### src/rtl/seq_det_pkg.sv
// Shared types and reset defaults for the programmable serial sequence detector.
package seq_det_pkg;

  typedef enum logic [1:0] {IDLE, RUN, DONE} state_t;

  localparam logic [7:0] DEF_PAT     = 8'b0001_1011;
  localparam int         DEF_LEN     = 6;
  localparam logic       DEF_OVERLAP = 1'b1;
  localparam int         DEF_TARGET  = 5;

endpackage

### src/rtl/seq_det_if.sv
// Config, control, serial input and status bundle between the system logic and the detector.
interface seq_det_if #(
  parameter int PAT_W = 8,
  parameter int LEN_W = 4,
  parameter int CNT_W = 8
) ();

  logic             in;
  logic             cfg_we;
  logic [PAT_W-1:0] cfg_pattern;
  logic [LEN_W-1:0] cfg_len;
  logic             cfg_overlap;
  logic [CNT_W-1:0] cfg_target;
  logic             start;
  logic             stop;
  logic             y;
  logic [CNT_W-1:0] match_count;
  logic             busy;
  logic             done;
  logic             cfg_err;

  modport master (
    output in, cfg_we, cfg_pattern, cfg_len, cfg_overlap, cfg_target, start, stop,
    input  y, match_count, busy, done, cfg_err
  );

  modport slave (
    input  in, cfg_we, cfg_pattern, cfg_len, cfg_overlap, cfg_target, start, stop,
    output y, match_count, busy, done, cfg_err
  );

endinterface

### src/rtl/seq_det_match.sv
// History shift register, fill counter and length-masked pattern compare.
// hit is combinational: it flags that the bit being sampled on this edge completes a match.
module seq_det_match #(
  parameter int PAT_W = 8,
  parameter int LEN_W = 4
) (
  input  logic             clk,
  input  logic             reset,
  input  logic             clear,
  input  logic             active,
  input  logic             in_bit,
  input  logic             overlap,
  input  logic [LEN_W-1:0] len,
  input  logic [PAT_W-1:0] pattern,
  output logic             hit
);

  logic [PAT_W-1:0] history_q, history_d, history_nx, mask;
  logic [LEN_W-1:0] fill_q, fill_d, fill_nx;

  generate
    for (genvar gi = 0; gi < PAT_W; gi++) begin : g_mask
      assign mask[gi] = (32'(len) > 32'(gi));
    end
  endgenerate

  always_comb begin
    history_nx = {history_q[PAT_W-2:0], in_bit};
    fill_nx    = (fill_q >= len) ? len : fill_q + LEN_W'(1);
    hit        = active && (fill_nx == len) && (((history_nx ^ pattern) & mask) == '0);
    history_d  = history_q;
    fill_d     = fill_q;
    if (clear) begin
      history_d = '0;
      fill_d    = '0;
    end else if (active) begin
      history_d = history_nx;
      // Without overlap the next match must be built from len fresh bits.
      fill_d    = (hit && !overlap) ? '0 : fill_nx;
    end
  end

  always_ff @(posedge clk or posedge reset) begin
    if (reset) begin
      history_q <= '0;
      fill_q    <= '0;
    end else begin
      history_q <= history_d;
      fill_q    <= fill_d;
    end
  end

endmodule

### src/rtl/seq_det_ctrl.sv
// Sequence-detector controller: run FSM, config registers, match counter and registered outputs.
module seq_det_ctrl #(
  parameter int               PAT_W   = 8,
  parameter int               LEN_W   = 4,
  parameter int               CNT_W   = 8,
  parameter logic [PAT_W-1:0] DEF_PAT = PAT_W'(seq_det_pkg::DEF_PAT),
  parameter int               DEF_LEN = seq_det_pkg::DEF_LEN
) (
  input  logic     clk,
  input  logic     reset,
  seq_det_if.slave bus
);

  import seq_det_pkg::*;

  state_t           state_q, state_d;
  logic [PAT_W-1:0] pat_q, pat_d;
  logic [LEN_W-1:0] len_q, len_d;
  logic             ovl_q, ovl_d;
  logic [CNT_W-1:0] tgt_q, tgt_d;
  logic [CNT_W-1:0] count_q, count_d;
  logic             y_q, y_d;
  logic             err_q, err_d;
  logic             clear, active, hit, cfg_bad;

  seq_det_match #(.PAT_W(PAT_W), .LEN_W(LEN_W)) u_match (
    .clk     (clk),
    .reset   (reset),
    .clear   (clear),
    .active  (active),
    .in_bit  (bus.in),
    .overlap (ovl_q),
    .len     (len_q),
    .pattern (pat_q),
    .hit     (hit)
  );

  always_comb begin
    state_d = state_q;
    pat_d   = pat_q;
    len_d   = len_q;
    ovl_d   = ovl_q;
    tgt_d   = tgt_q;
    count_d = count_q;
    y_d     = 1'b0;
    err_d   = 1'b0;
    clear   = 1'b0;
    active  = 1'b0;
    cfg_bad = (bus.cfg_len == '0) || (32'(bus.cfg_len) > PAT_W);

    if (bus.cfg_we) begin
      if (state_q == RUN || cfg_bad) begin
        err_d = 1'b1;
      end else begin
        pat_d = bus.cfg_pattern;
        len_d = bus.cfg_len;
        ovl_d = bus.cfg_overlap;
        tgt_d = bus.cfg_target;
      end
    end

    case (state_q)
      RUN: begin
        if (bus.stop) begin
          state_d = IDLE;
        end else begin
          active = 1'b1;
          if (hit) begin
            y_d = 1'b1;
            if (count_q != '1) count_d = count_q + CNT_W'(1);
            if (tgt_q != '0 && count_d == tgt_q) state_d = DONE;
          end
        end
      end
      default: begin
        // stop beats start when both arrive together.
        if (bus.stop) begin
          state_d = IDLE;
        end else if (bus.start) begin
          state_d = RUN;
          clear   = 1'b1;
          count_d = '0;
        end
      end
    endcase
  end

  always_ff @(posedge clk or posedge reset) begin
    if (reset) begin
      state_q <= IDLE;
      pat_q   <= DEF_PAT;
      len_q   <= LEN_W'(DEF_LEN);
      ovl_q   <= DEF_OVERLAP;
      tgt_q   <= CNT_W'(DEF_TARGET);
      count_q <= '0;
      y_q     <= 1'b0;
      err_q   <= 1'b0;
    end else begin
      state_q <= state_d;
      pat_q   <= pat_d;
      len_q   <= len_d;
      ovl_q   <= ovl_d;
      tgt_q   <= tgt_d;
      count_q <= count_d;
      y_q     <= y_d;
      err_q   <= err_d;
    end
  end

  assign bus.y           = y_q;
  assign bus.match_count = count_q;
  assign bus.busy        = (state_q == RUN);
  assign bus.done        = (state_q == DONE);
  assign bus.cfg_err     = err_q;

endmodule

### src/flat_wrapper.sv
// flat-port wrapper written by rule: the top's interface ports become plain ports
module seq_det_ctrl_flat import seq_det_pkg::*;
#(
  parameter int               PAT_W   = 8,
  parameter int               LEN_W   = 4,
  parameter int               CNT_W   = 8,
  parameter logic [PAT_W-1:0] DEF_PAT = PAT_W'(seq_det_pkg::DEF_PAT),
  parameter int               DEF_LEN = seq_det_pkg::DEF_LEN
)
  (clk, reset, bus_in, bus_cfg_we, bus_cfg_pattern, bus_cfg_len, bus_cfg_overlap, bus_cfg_target, bus_start, bus_stop, bus_y, bus_match_count, bus_busy, bus_done, bus_cfg_err);
  seq_det_if #(.PAT_W(PAT_W), .LEN_W(LEN_W), .CNT_W(CNT_W)) bus_i ();
  input  logic clk;
  input  logic reset;
  input wire logic [$bits(bus_i.in)-1:0] bus_in;
  input wire logic [$bits(bus_i.cfg_we)-1:0] bus_cfg_we;
  input wire logic [$bits(bus_i.cfg_pattern)-1:0] bus_cfg_pattern;
  input wire logic [$bits(bus_i.cfg_len)-1:0] bus_cfg_len;
  input wire logic [$bits(bus_i.cfg_overlap)-1:0] bus_cfg_overlap;
  input wire logic [$bits(bus_i.cfg_target)-1:0] bus_cfg_target;
  input wire logic [$bits(bus_i.start)-1:0] bus_start;
  input wire logic [$bits(bus_i.stop)-1:0] bus_stop;
  output wire logic [$bits(bus_i.y)-1:0] bus_y;
  output wire logic [$bits(bus_i.match_count)-1:0] bus_match_count;
  output wire logic [$bits(bus_i.busy)-1:0] bus_busy;
  output wire logic [$bits(bus_i.done)-1:0] bus_done;
  output wire logic [$bits(bus_i.cfg_err)-1:0] bus_cfg_err;
  assign bus_i.in = bus_in;
  assign bus_i.cfg_we = bus_cfg_we;
  assign bus_i.cfg_pattern = bus_cfg_pattern;
  assign bus_i.cfg_len = bus_cfg_len;
  assign bus_i.cfg_overlap = bus_cfg_overlap;
  assign bus_i.cfg_target = bus_cfg_target;
  assign bus_i.start = bus_start;
  assign bus_i.stop = bus_stop;
  assign bus_y = bus_i.y;
  assign bus_match_count = bus_i.match_count;
  assign bus_busy = bus_i.busy;
  assign bus_done = bus_i.done;
  assign bus_cfg_err = bus_i.cfg_err;
  seq_det_ctrl #(.PAT_W(PAT_W), .LEN_W(LEN_W), .CNT_W(CNT_W), .DEF_PAT(DEF_PAT), .DEF_LEN(DEF_LEN)) u_core (.clk(clk), .reset(reset), .bus(bus_i));
endmodule
### config.mk
export PLATFORM = sky130hd
export DESIGN_NAME = seq_det_ctrl_flat
export DESIGN_NICKNAME = d
export VERILOG_FILES = /design/src/rtl/seq_det_pkg.sv /design/src/rtl/seq_det_if.sv /design/src/rtl/seq_det_match.sv /design/src/rtl/seq_det_ctrl.sv /design/src/flat_wrapper.sv
export SDC_FILE = /design/constraint.sdc
export NUM_CORES = 1
export LEC_CHECK = 0
export ABC_AREA = 1
export CAP_MARGIN = 5
export CELL_PAD_IN_SITES_DETAIL_PLACEMENT = 1
export CELL_PAD_IN_SITES_GLOBAL_PLACEMENT = 1
export CORE_MARGIN = 1.5
export CORE_UTILIZATION = 35
export CTS_CLUSTER_DIAMETER = 150
export DETAILED_ROUTE_END_ITERATION = 6
export DONT_BUFFER_PORTS = 1
export PLACE_DENSITY_LB_ADDON = 0.1
export SKIP_CTS_REPAIR_TIMING = 1
export SYNTH_ARGS = -nofsm -noshare
export SYNTH_HDL_FRONTEND = slang
export SYNTH_SLANG_ARGS = --single-unit
### constraint.sdc
create_clock -name clk -period 2.7 [get_ports clk]
set_input_delay 0.54 -clock clk [delete_from_list [all_inputs] [get_ports clk]]
set_output_delay 0.54 -clock clk [all_outputs]
set_load 0.01 [all_outputs]
# After elaboration in Yosys (flattened, before gate mapping)
# Cells that the tools add are included.
[totals] input_bits=27 ff_bits=44 word_cells=81 out_inout_bits=12
[classes] n_eq_ne=8 bitwise_logic=4 mux=31 order_cmp=10 n_addsub=2 reduce_logical=16
[op_table] cell="8-bit two-way mux" count=9
[op_table] cell="4-bit by 3-bit > comparator with 1-bit output (second input constant)" count=4
[op_table] cell="4-bit two-way mux" count=4
[op_table] cell="7-bit two-way mux" count=2
[op_table] cell="2-bit two-way mux" count=6
[op_table] cell="1-bit two-way mux" count=10
[op_table] cell="8-bit by 1-bit adder with 8-bit output (second input constant)" count=1
[op_table] cell="8-bit AND" count=1
[op_table] cell="8-bit equality test" count=1
[op_table] cell="4-bit by 1-bit > comparator with 1-bit output (second input constant)" count=2
[op_table] cell="4-bit by 2-bit > comparator with 1-bit output (second input constant)" count=2
[op_table] cell="8-bit logical NOT" count=1
[op_table] cell="8-bit inequality test (second input constant)" count=1
[op_table] cell="8-bit nonzero test" count=1
[op_table] cell="8-bit bitwise XOR" count=1
[op_table] cell="3-bit by 2-bit inequality test with 1-bit output (second input constant)" count=2
[op_table] cell="3-bit AND reduction" count=2
[op_table] cell="4-bit by 1-bit adder with 4-bit output (second input constant)" count=1
[op_table] cell="4-bit equality test" count=1
[op_table] cell="4-bit greater-or-equal comparator" count=1
[op_table] cell="4-bit > comparator (second input constant)" count=1
[op_table] cell="1-bit logical AND" count=4
[op_table] cell="4-bit logical NOT" count=1
[op_table] cell="2-bit nonzero test" count=2
[op_table] cell="8 further kinds" count=10

# Logic depth before layout (Yosys ltp)
[depth] depth_word=14 mapped_depth=15 mapped_depth_nobuf=15

# Cells and area by module
# Synthesis repeated with hierarchy kept, for this count alone.
[unflattened] hier_cells=354 hier_area_um2=2701.3
[by_module_without_submodules] mod="seq_det_ctrl" cells_each=203 instances=1 area_per_inst_um2=1714.1
[by_module_without_submodules] mod="seq_det_match" cells_each=151 instances=1 area_per_inst_um2=987.2

# Least setup slack after synthesis
# Ideal clock, no wire load.
[synth_timing] path_kind="reg-to-reg" start="reg u_core.len_q[3]" end="reg u_core.state_q[1]" synth_period_minus_slack_ps=2057 setup_ps=126 slack_ps=643 stages_incl_launch_ff=12 arrival_ps=1931 path_cell_list="dfrtp_1 inv_1 ha_1 a21oi_4 a21boi_2 nand3_1 nand2_1 inv_1 nand2_1 nor2_8 nand2_4 a21oi_2"
[synth_between] elab_chain_len=7 word_cells_on_any_way=17 classes_between="order compare (9); eq/ne (2); mux (1); bitwise (1); reduce/logical (4)"
[synth_rtl] element="start, declared" line_no="seq_det_ctrl.sv:18" source="logic [LEN_W-1:0] len_q, len_d;"
[synth_rtl] element="start signal, assigned" line_no="seq_det_ctrl.sv:92" source="len_q <= LEN_W'(DEF_LEN);"
[synth_rtl] element="start signal, assigned" line_no="seq_det_ctrl.sv:101" source="len_q <= len_d;"
[synth_rtl] element="4-bit greater-or-equal comparator" line_no="seq_det_match.sv:29" source="fill_nx = (fill_q >= len) ? len : fill_q + LEN_W'(1);"
[synth_rtl] element="4-bit two-way mux" line_no="seq_det_match.sv:29"
[synth_rtl] element="4-bit equality test" line_no="seq_det_match.sv:30" source="hit = active && (fill_nx == len) && (((history_nx ^ pattern) & mask) == '0);"
[synth_rtl] element="1-bit logical AND" line_no="seq_det_match.sv:30"
[synth_rtl] element="1-bit logical AND (*)" line_no="seq_det_match.sv:30"
[synth_rtl] element="3-bit by 2-bit inequality test with 1-bit output (no source line) (*)"
[synth_rtl] element="3-bit AND reduction (no source line) (*)"
[synth_rtl] element="end signal, assigned" line_no="seq_det_ctrl.sv:99" source="state_q <= state_d;"
[synth_rtl] element="end, declared" line_no="seq_det_ctrl.sv:16" source="state_t state_q, state_d;"
# Mark *: on every way between the ends. The rest lies on a longest branch, timed or not.
# A chain may end at the register's enable or synchronous reset.

# Worst setup path in the final report
[layout_timing] start="reg u_core.len_q[1]" end="reg u_core.state_q[0]"
# The elaborated chain is that of the path after synthesis.

==> impl_metrics.csv <==
group,metric,value,unit
placement,place_congestion,0.8229,
global_route,overflow,0,
global_route,antenna_found_initial,0,
power,ir_drop,300.5,uV
global_route,grt_max_degree,45,
timing,period_share,82.52,%
global_route,grt_pass1_vias,2307,
cts,cts_made_buffers,5,
cts,cts_tree,"built",
cts,clock_sinks,44,
critical_path,cp.arrival,2.42,ns
synth,synth_edf_count,0,
detailed_routing,routed_via_density,4.948,
power,p_per_area,738.8,nW/um^2
timing,period_needed,2.228,ns
synth,synth_top_area_cell,"dfrtp_1",
synth,synth_common_cells,"89 x nand2_1, 46 x inv_1, 35 x dfrtp_1",
global_route,track_usage,18.16,%
floorplanning,io_pins,39,
synth,yosys-top-cells-area,"dfrtp_1 33%, nand2_1 12%, dfstp_2 8.8%",
synth,synth_warnings,0,
floorplanning,core_area,7331,sq um
detailed_routing,wl_per_cell,15.28,microns
floorplanning,dieArea,8210,sq um
detailed_routing,drt-total-wl,6.767,mm
timing,setup_violations,0,
worst_hold_path,hp-class,"primary input to asynchronous set/reset pin",
layout,final_util,39.84,%
job,drv_cap,0,
detailed_routing,vias,2192,
detailed_routing,drt_iter0_drc,60,
synth,netlist_instances,337,
synth,synth.distinct_cells,34,
floorplanning,fp.dieW,90.61,microns
floorplanning,rows,31,
critical_path,critical_path_required,2.89,ns
layout,fin_nets,376,
synth,ys_seq_area_share,41.41,%
detailed_routing,ant_nets,0,
synth,synth-seq-cells,44,
cts,worst_skew_pair.late_latency,0.30,ns
placement,portBuffers,0,
layout,drive_gt1_share,15.12,%
power,leakage,1.463,nW
detailed_routing,drt_pre_antenna_iters,4,
global_route,grt_pass1_wl,11.70,mm
floorplanning,initial_core_util,36.64,%
placement,dp.final_hpwl,5.251,mm
synth,synth_most_common_cell,"nand2_1",
synth,async_reset_ff_share,100.0,%
floorplanning,die_y,90.61,microns
critical_path,start_kind,"flip-flop",
layout,areaGrowthSynthToFinish,8.710,%
cts,cts_max_path_buffers,2,
critical_path,worstSetupEndpointType,"flip-flop",
synth,synth_top_area_share,32.60,%
synth,avgSynthCellArea,7.971,sq um
synth,synth.cell_area,2686,sq um
synth,ys.flop_type,"dfrtp_1",
detailed_routing,route.detailed.drc,0,
synth,synth_nets,370,
timing,skew,0.005896,ns
timing,hold_violations,0,
power,power,2.157,mW
timing,maxSlewHeadroom,35.19,%
timing,worst_slew_pin_slew,0.9708,ns
cts,cts.clk_slew.worst_paths,0.09,ns
cts,h-tree-depth,2,
timing,whs,0.3373,ns
timing,rsz0062_at_grt,"no",
timing,max_freq,448.8,MHz
outcome,status,"finished, final reports clean",
critical_path,crit_type,"flip-flop to flip-flop",
critical_path,cp_max_fo,10,
layout,antennaDiodeCount,0,
cts,cts_root_buf,"clkbuf_8",
layout,fillCellCount,892,
timing,drv_slew,0,
timing,setup_tns,0,ns
[sequential cells by signal (all words and copies together), names as in the netlist]
name and count:
u_core.tgt_q 8, u_core.bus.cfg_err 1, u_core.state_q 2, u_core.pat_q 8
u_core.bus.match_count 8, u_core.ovl_q 1, u_core.bus.y 1, u_core.u_match.history_q 7
u_core.u_match.fill_q 4, u_core.len_q 4
[area by class of cell]
class                   instances  area (sq um)  area share [%]
multi-input cells             240          1366           46.79
flip-flops and latches         44          1112           38.09
inverters                      49         183.9           6.298
well taps                      99         123.9           4.242
clock buffers                   5         68.82           2.356
clock inverters                 3         42.54           1.457
repair buffers                  3         22.52          0.7712
[logic make-up after synthesis]
family | Yosys count | share of synthesized area, %
compound gates | 41 | 9.083
buf+inv | 53 | 7.732
fa+ha+maj | 6 | 2.795
xor+xnor | 16 | 5.729
simple gates | 168 | 29.48
mux | 9 | 3.773
flops | 44 | 41.41
[report_power, final]
group          internal [mW]  switching, mW  total, mW
logic                  0.281          0.450      0.732
clock network          0.274          0.237      0.511
registers              0.788          0.128      0.915
[metrics by stage]
step	std cells	worst slack, ns	area, sq um
floorplan	337	0.6431	2686
global placement	435	0.4980	2809
detailed placement	435	0.4546	2809
CTS	443	0.4487	2920
global route	443	0.2209	2920
finish	443	0.4718	2920
[worst paths after layout]
kind / depth (start not counted) / slack [ns] / from / to
max: 13 / 0.47 / u_core.len_q[1] / u_core.state_q[0]
min: 1 / 0.34 / reset / u_core.pat_q[5]
max reg2reg: 13 / 0.47 / u_core.len_q[1] / u_core.state_q[0]
min reg2reg: 2 / 0.50 / u_core.pat_q[3] / u_core.pat_q[3]
max in group asynchronous: 1 / 1.76 / reset / u_core.state_q[1]
min in group clk: 2 / 0.36 / bus_cfg_we / u_core.bus.cfg_err
[cell usage in the layout (no fill, tap or decap), types with 6 or more instances in the layout]
cell,count
a21oi_1,12
dfrtp_1,35
dfstp_2,9
ha_1,6
inv_1,45
mux2_2,9
nand2_1,89
nand3_1,25
nand4_1,8
nor2_1,26
o21ai_0,16
xnor2_1,6
xor2_1,9
[critical path: stages (launching register included)]
cell and delay (ns):
dfstp_2 0.61, inv_1 0.10, ha_1 0.28, o21ai_0 0.07, nand2_1 0.10, nand2_1 0.14, nand4_1 0.11, nand3_1 0.12
inv_1 0.07, nand2_1 0.12, nor2_8 0.23, nand2_4 0.07, nand2_1 0.05, nand2_1 0.04
[per-layer routing]
layer	up-vias	track usage (%)	share of wire, %
met5	-	0	0
met2	36	26.63	42
met4	0	4.630	0.80
met1	1054	26.56	53
met3	7	4.377	3.5
li1	1095	-	-
(Power assumes the default switching activity.)
